`config.mk`:
```
export PLATFORM = sky130hd
export DESIGN_NAME = axi_lite_mem_slave
export DESIGN_NICKNAME = d
export VERILOG_FILES = /design/src/rtl/axi_lite_mem_slave.sv
export SDC_FILE = /design/constraint.sdc
export NUM_CORES = 2
export LEC_CHECK = 0
export CAP_MARGIN = 20
export CORE_UTILIZATION = 55
export DETAILED_ROUTE_END_ITERATION = 7
export PLACE_DENSITY = 0.81
export SLEW_MARGIN = 40
export SYNTH_ARGS = -nofsm -noshare
export SYNTH_HDL_FRONTEND = slang
export SYNTH_SLANG_ARGS = --single-unit
export TNS_END_PERCENT = 1
```
`constraint.sdc`:
```
create_clock -name s0_axi_aclk -period 3.55 [get_ports s0_axi_aclk]
set_input_delay 0.71 -clock s0_axi_aclk [delete_from_list [all_inputs] [get_ports s0_axi_aclk]]
set_output_delay 0.71 -clock s0_axi_aclk [all_outputs]
set_load 0.01 [all_outputs]
```
`src/rtl/axi_lite_mem_slave.sv`:
```
// axi_lite_mem_slave
//   AXI4-Lite slave backed by a word-addressed register memory with byte
//   strobes. The write and read channels run independent two-state FSMs,
//   each with one transaction outstanding and fully registered responses.
//
// Ports
//   s0_axi_aclk / s0_axi_aresetn : clock (rising edge) and async active-low reset
//   s0_axi_aw*  : write address channel (awaddr, awvalid, awready)
//   s0_axi_w*   : write data channel (wdata, wstrb, wvalid, wready); the
//                 wstrb MSB is ignored
//   s0_axi_b*   : write response (bresp 1 = OKAY / 0 = error, bvalid, bready)
//   s0_axi_ar*  : read address channel (araddr, arvalid, arready)
//   s0_axi_r*   : read data channel (rdata, rresp 1 = OKAY / 0 = error,
//                 rvalid, rready)
//
// Handshake: a transfer happens on the rising edge where valid and ready are
// both 1. A source keeps valid and its payload stable until that edge. This
// slave drops ready for a channel once it has taken one beat and raises it
// again only after the response has been accepted.

module axi_lite_mem_slave #(
    parameter int DATA_WIDTH = 32,
    parameter int ADDR_WIDTH = 8,
    parameter int MEM_DEPTH  = 64
) (
    input  logic                  s0_axi_aclk,
    input  logic                  s0_axi_aresetn,
    input  logic [ADDR_WIDTH-1:0] s0_axi_awaddr,
    input  logic                  s0_axi_awvalid,
    output logic                  s0_axi_awready,
    input  logic [DATA_WIDTH-1:0] s0_axi_wdata,
    input  logic [DATA_WIDTH/8:0] s0_axi_wstrb,
    input  logic                  s0_axi_wvalid,
    output logic                  s0_axi_wready,
    output logic                  s0_axi_bresp,
    output logic                  s0_axi_bvalid,
    input  logic                  s0_axi_bready,
    input  logic [ADDR_WIDTH-1:0] s0_axi_araddr,
    input  logic                  s0_axi_arvalid,
    output logic                  s0_axi_arready,
    output logic [DATA_WIDTH-1:0] s0_axi_rdata,
    output logic                  s0_axi_rresp,
    output logic                  s0_axi_rvalid,
    input  logic                  s0_axi_rready
);

    localparam int          NB      = DATA_WIDTH / 8;
    localparam int          IDX_W   = ADDR_WIDTH - 2;
    localparam int          MEM_AW  = (MEM_DEPTH > 1) ? $clog2(MEM_DEPTH) : 1;
    localparam logic [31:0] DEPTH_U = MEM_DEPTH;

    typedef enum logic {W_IDLE, W_RESP} w_state_t;
    typedef enum logic {R_IDLE, R_DATA} r_state_t;

    w_state_t              r_wstate;
    r_state_t              r_rstate;
    logic [DATA_WIDTH-1:0] r_mem [MEM_DEPTH];

    logic                  r_aw_held;
    logic [IDX_W-1:0]      r_aw_idx;
    logic                  r_w_held;
    logic [DATA_WIDTH-1:0] r_wdata;
    logic [NB-1:0]         r_wstrb;
    logic                  r_awready;
    logic                  r_wready;
    logic                  r_bvalid;
    logic                  r_bresp;

    logic                  r_arready;
    logic                  r_rvalid;
    logic [DATA_WIDTH-1:0] r_rdata;
    logic                  r_rresp;

    // Address low bits and the wstrb MSB carry no meaning for this memory.
    logic [4:0]            w_unused_bits;
    assign w_unused_bits = {s0_axi_wstrb[NB], s0_axi_awaddr[1:0], s0_axi_araddr[1:0]};

    // ---------------- write path ----------------
    logic                  w_aw_hs;
    logic                  w_w_hs;
    logic [IDX_W-1:0]      w_wr_idx;
    logic [DATA_WIDTH-1:0] w_wr_data;
    logic [NB-1:0]         w_wr_strb;
    logic                  w_wr_in_range;
    logic                  w_commit;

    assign w_aw_hs  = s0_axi_awvalid & r_awready;
    assign w_w_hs   = s0_axi_wvalid & r_wready;

    // A beat arriving on this edge is used directly, so the write can commit
    // on the same edge as the second of AW/W.
    assign w_wr_idx      = w_aw_hs ? s0_axi_awaddr[ADDR_WIDTH-1:2] : r_aw_idx;
    assign w_wr_data     = w_w_hs ? s0_axi_wdata : r_wdata;
    assign w_wr_strb     = w_w_hs ? s0_axi_wstrb[NB-1:0] : r_wstrb;
    assign w_wr_in_range = (32'(w_wr_idx) < DEPTH_U);
    assign w_commit      = (r_wstate == W_IDLE) & (r_aw_held | w_aw_hs) & (r_w_held | w_w_hs);

    always_ff @(posedge s0_axi_aclk or negedge s0_axi_aresetn) begin
        if (!s0_axi_aresetn) begin
            r_wstate  <= W_IDLE;
            r_aw_held <= 1'b0;
            r_aw_idx  <= '0;
            r_w_held  <= 1'b0;
            r_wdata   <= '0;
            r_wstrb   <= '0;
            r_awready <= 1'b0;
            r_wready  <= 1'b0;
            r_bvalid  <= 1'b0;
            r_bresp   <= 1'b0;
            for (int i = 0; i < MEM_DEPTH; i++) begin
                r_mem[i] <= '0;
            end
        end else begin
            case (r_wstate)
                W_IDLE: begin
                    if (w_commit) begin
                        if (w_wr_in_range) begin
                            for (int b = 0; b < NB; b++) begin
                                if (w_wr_strb[b]) begin
                                    r_mem[w_wr_idx[MEM_AW-1:0]][b*8 +: 8] <= w_wr_data[b*8 +: 8];
                                end
                            end
                        end
                        r_bvalid  <= 1'b1;
                        r_bresp   <= w_wr_in_range;
                        r_awready <= 1'b0;
                        r_wready  <= 1'b0;
                        r_aw_held <= 1'b0;
                        r_w_held  <= 1'b0;
                        r_wstate  <= W_RESP;
                    end else begin
                        // Readies are 0 out of reset and rise on the first edge.
                        if (w_aw_hs) begin
                            r_aw_held <= 1'b1;
                            r_aw_idx  <= s0_axi_awaddr[ADDR_WIDTH-1:2];
                            r_awready <= 1'b0;
                        end else if (!r_aw_held) begin
                            r_awready <= 1'b1;
                        end
                        if (w_w_hs) begin
                            r_w_held <= 1'b1;
                            r_wdata  <= s0_axi_wdata;
                            r_wstrb  <= s0_axi_wstrb[NB-1:0];
                            r_wready <= 1'b0;
                        end else if (!r_w_held) begin
                            r_wready <= 1'b1;
                        end
                    end
                end
                W_RESP: begin
                    if (s0_axi_bready) begin
                        r_bvalid  <= 1'b0;
                        r_awready <= 1'b1;
                        r_wready  <= 1'b1;
                        r_wstate  <= W_IDLE;
                    end
                end
                default: r_wstate <= W_IDLE;
            endcase
        end
    end

    // ---------------- read path ----------------
    logic             w_ar_hs;
    logic [IDX_W-1:0] w_rd_idx;
    logic             w_rd_in_range;

    assign w_ar_hs       = s0_axi_arvalid & r_arready;
    assign w_rd_idx      = s0_axi_araddr[ADDR_WIDTH-1:2];
    assign w_rd_in_range = (32'(w_rd_idx) < DEPTH_U);

    // r_mem is sampled with pre-edge contents, so a read colliding with a
    // write commit on the same edge returns the old word.
    always_ff @(posedge s0_axi_aclk or negedge s0_axi_aresetn) begin
        if (!s0_axi_aresetn) begin
            r_rstate  <= R_IDLE;
            r_arready <= 1'b0;
            r_rvalid  <= 1'b0;
            r_rdata   <= '0;
            r_rresp   <= 1'b0;
        end else begin
            case (r_rstate)
                R_IDLE: begin
                    if (w_ar_hs) begin
                        if (w_rd_in_range) begin
                            r_rdata <= r_mem[w_rd_idx[MEM_AW-1:0]];
                        end else begin
                            r_rdata <= '0;
                        end
                        r_rresp   <= w_rd_in_range;
                        r_rvalid  <= 1'b1;
                        r_arready <= 1'b0;
                        r_rstate  <= R_DATA;
                    end else begin
                        r_arready <= 1'b1;
                    end
                end
                R_DATA: begin
                    if (s0_axi_rready) begin
                        r_rvalid  <= 1'b0;
                        r_arready <= 1'b1;
                        r_rstate  <= R_IDLE;
                    end
                end
                default: r_rstate <= R_IDLE;
            endcase
        end
    end

    assign s0_axi_awready = r_awready;
    assign s0_axi_wready  = r_wready;
    assign s0_axi_bvalid  = r_bvalid;
    assign s0_axi_bresp   = r_bresp;
    assign s0_axi_arready = r_arready;
    assign s0_axi_rvalid  = r_rvalid;
    assign s0_axi_rdata   = r_rdata;
    assign s0_axi_rresp   = r_rresp;

endmodule

```
==> run summary <==
Slew Limit Headroom -> 40.8%
# fillers -> 11899
Syn_area_per_cell -> 10.7 um2
Synthesized cell area -> 94600 um2
Data arrival, critical path -> 3.91 ns
Total GRT Usage -> 31.2%
Worst VDD drop -> 1.02 mV
P&R area growth vs syn -> 15.0%
Clock power frac -> 26.8%
DIE HEIGHT -> 417 um
Hold crit path type -> in -> async
Die area -> 174000 um2
Net switching power -> 28800 uW
Unique masters post-synth -> 59
Run status -> finished with violations
Residual DRC count -> 11
Seq/Total Area, Yosys -> 56.4%
Total gr overflow -> 0
Via count -> 72168
Logic gate share of total power -> 29.0%
Least-Margin Pin Slew -> 0.866 ns
Setup crit end kind -> register
Synth area leaders -> dfrtp_1, mux4_2, a21oi_1
Initial antenna violation count -> 10
Largest net degree at the start of global routing -> 126
Final Routed Wirelength -> 269000 um
Vias in the first global route -> 74186
YS warnings -> 0
Synth top area share -> 56.4%
Yosys top cell by area -> dfrtp_1
Total Nets Final -> 8934
RSZ-0062 raised after global routing -> no
Root Driver -> clkbuf_16
GP Congestion -> 0.893
Final ANT Viol Nets -> 0
CTS tree -> yes
Slew Viols, Final -> 0
# setup viols final -> 0
Post-synthesis net count -> 8908
Startpoint types -> register
# rows -> 151
Final Cell Area -> 109000 um2
TritonCTS Buffers -> 202
IO Port Bufs -> 93
Min Tclk post-route -> 3.15 ns
Placed cell areas -> 102000 um2
Max-Cap Viols -> 0
Share of cells above drive strength 1 -> 15.9%
Clk_skew -> 0.0296 ns
Initial Utilization -> 55.6%
Initial detailed-routing violation count -> 8800
Cell Int Power -> 53700 uW
Final hold vios -> 0
Total chip power -> 82500 uW
H-tree depth -> 4
Flop pwr share -> 44.2%
Worst-Skew Late Latency -> 0.86 ns
Clock buffer depth -> 3
First-pass GRT wire length -> 422000 um
Avg WL per Cell -> 23.9 um
Fin crit share -> 88.9%
Core area -> 170000 um2
DR vias/cell -> 6.41
Crit path kind -> reg -> reg
Die Span X -> 417 um
Number of synthesized register bits -> 2133
Sw Ratio -> 34.9%
Post-synthesis instance total -> 8848
Crit-path max FO -> 16
Violated checks -> DRC
Critical path required time -> 4.30 ns
Leak -> 0.0496 uW
Num ports -> 99
Pre-antenna DRT Iters -> 8
Post-DP HPWL -> 167000 um
Leading register cell type out of synthesis -> dfrtp_1
Pwr per Cell Area -> 759 nW/um2
Fmax -> 0.317 GHz
Clock slew at reported path FFs -> 0.07 ns
Ys async rst share -> 100%
Post-synth EDFFs -> 0
Clock sinks -> 2133
-- power by group through the flow --
stage,logic (uW),clock network (uW),registers (uW)
3_3_place_gp,21900,0,35800
5_1_grt,25700,23200,37100
6_report,23900,22100,36400
2_1_floorplan,14700,0,35100
4_1_cts,23500,22300,36200
3_5_place_dp,23100,0,36500
-- cells by family (layout without fill, tap and decap cells) --
logic type / count (synthesis) / count (layout) / synth area share (%)
flops: 2133 / 2133 / 56.4
buf+inv: 807 / 993 / 3.66
compound gates: 2562 / 2562 / 14.8
simple gates: 2502 / 2502 / 11.9
mux: 844 / 844 / 13.2
other cells: 0 / 5 / 0
-- state kept, by name (all words and copies together) (netlist names), 4 cells and up --
signal        count
r_wstrb           4
s0_axi_rdata     32
r_wdata          32
r_aw_idx          6
r_mem          2048
-- cells in the mapped netlist, types with 9 or more instances --
cell type and number:
clkbuf_1 542, nor3_2 67, o211ai_1 32, a21oi_1 1200
a22o_1 32, buf_4 39, or3_1 10, a211oi_1 66
o21ai_0 893, buf_2 180, a22oi_1 160, nor3_4 38
o22ai_1 33, a2111oi_0 32, nor4_4 21, o21ai_1 35
nor2_1 1215, a31oi_1 36, a221o_1 32, mux2i_1 482
buf_1 34, mux4_2 320, dfrtp_1 2133, nor2b_1 35
nand2_1 956, nand3_1 47, nor4_2 9, nand2b_1 32
or4_1 9, mux2_2 39
-- worst paths after layout --
check                                            from                       end  slack [ns]  depth (start not counted)
max                        s0_axi_awready$_DFFE_PN0P_   r_mem[1048]$_DFFE_PN0P_        0.40                          8
min                                    s0_axi_aresetn   r_mem[1159]$_DFFE_PN0P_        0.47                          2
max reg2reg                s0_axi_awready$_DFFE_PN0P_   r_mem[1048]$_DFFE_PN0P_        0.40                          8
min reg2reg                  s0_axi_bresp$_DFFE_PN0P_  s0_axi_bresp$_DFFE_PN0P_        0.47                          1
max in group asynchronous              s0_axi_aresetn   r_mem[1366]$_DFFE_PN0P_        1.75                          4
min in group s0_axi_aclk     s0_axi_bresp$_DFFE_PN0P_  s0_axi_bresp$_DFFE_PN0P_        0.47                          1
-- cell type report --
type	count	area, um2	share of cell area, %
well taps	2218	2780	2.55
inverters	4	15.0	0.0138
clock inverters	58	752	0.692
multi-input cells	5908	38400	35.3
flip-flops and latches	2133	53400	49.1
clock buffers	306	6040	5.55
repair buffers	625	7380	6.78
diodes	5	12.5	0.0115
-- metal layers --
layer  global-route usage (%)  vias to the layer above  wire length, um
li1                         -                    31190                -
met2                     49.6                     3856           129000
met5                        0                        -               43
met1                     39.6                    36174            98800
met4                     19.4                        6            17400
met3                     6.32                      942            23800
-- layout by cell type (no fill, tap or decap), types with 52 or more instances in the layout --
| master | count |
|---|---|
| buf_12 | 194 |
| nor3_2 | 52 |
| mux4_2 | 320 |
| dfrtp_1 | 2133 |
| clkbuf_8 | 57 |
| a21oi_1 | 1200 |
| o21ai_0 | 893 |
| nand2_1 | 952 |
| a22oi_1 | 160 |
| a211oi_1 | 66 |
| clkbuf_16 | 203 |
| mux2i_1 | 450 |
| nor3_4 | 53 |
| nor2_1 | 1207 |
| clkdlybuf4s50_1 | 87 |
| buf_4 | 337 |
-- through the flow --
step                util (%)  TNS [ns]  setup WS (ns)  hold slack [ns]  std cells
floorplan                  -         0          0.557            0.414       8848
global placement        59.8    -25.45         -0.205            0.452      10877
detailed placement      59.9    -37.99         -0.285            0.455      10877
CTS                     63.9         0          0.432            0.464      11242
global route            63.9         0          0.199            0.486      11257
finish                  63.9         0          0.395            0.468      11257
-- critical path: stages (launching register included) --
cell and delay [ns]:
dfrtp_1 0.58, and2_1 0.33, buf_4 0.23, o21a_1 0.37, nand2_2 0.22, buf_4 0.26, nor4_4 0.73, nor2_1 0.12
a21oi_1 0.19
-- what timing repair did --
| action | in CTS | in global routing |
|---|---|---|
| buffers inserted | 0 | 0 |
| endpoints found under the hold margin | 60 | 0 |
| hold buffers | 1 | 0 |
| resized for setup | 0 | 0 |
Power figures use the tool's default switching activity.
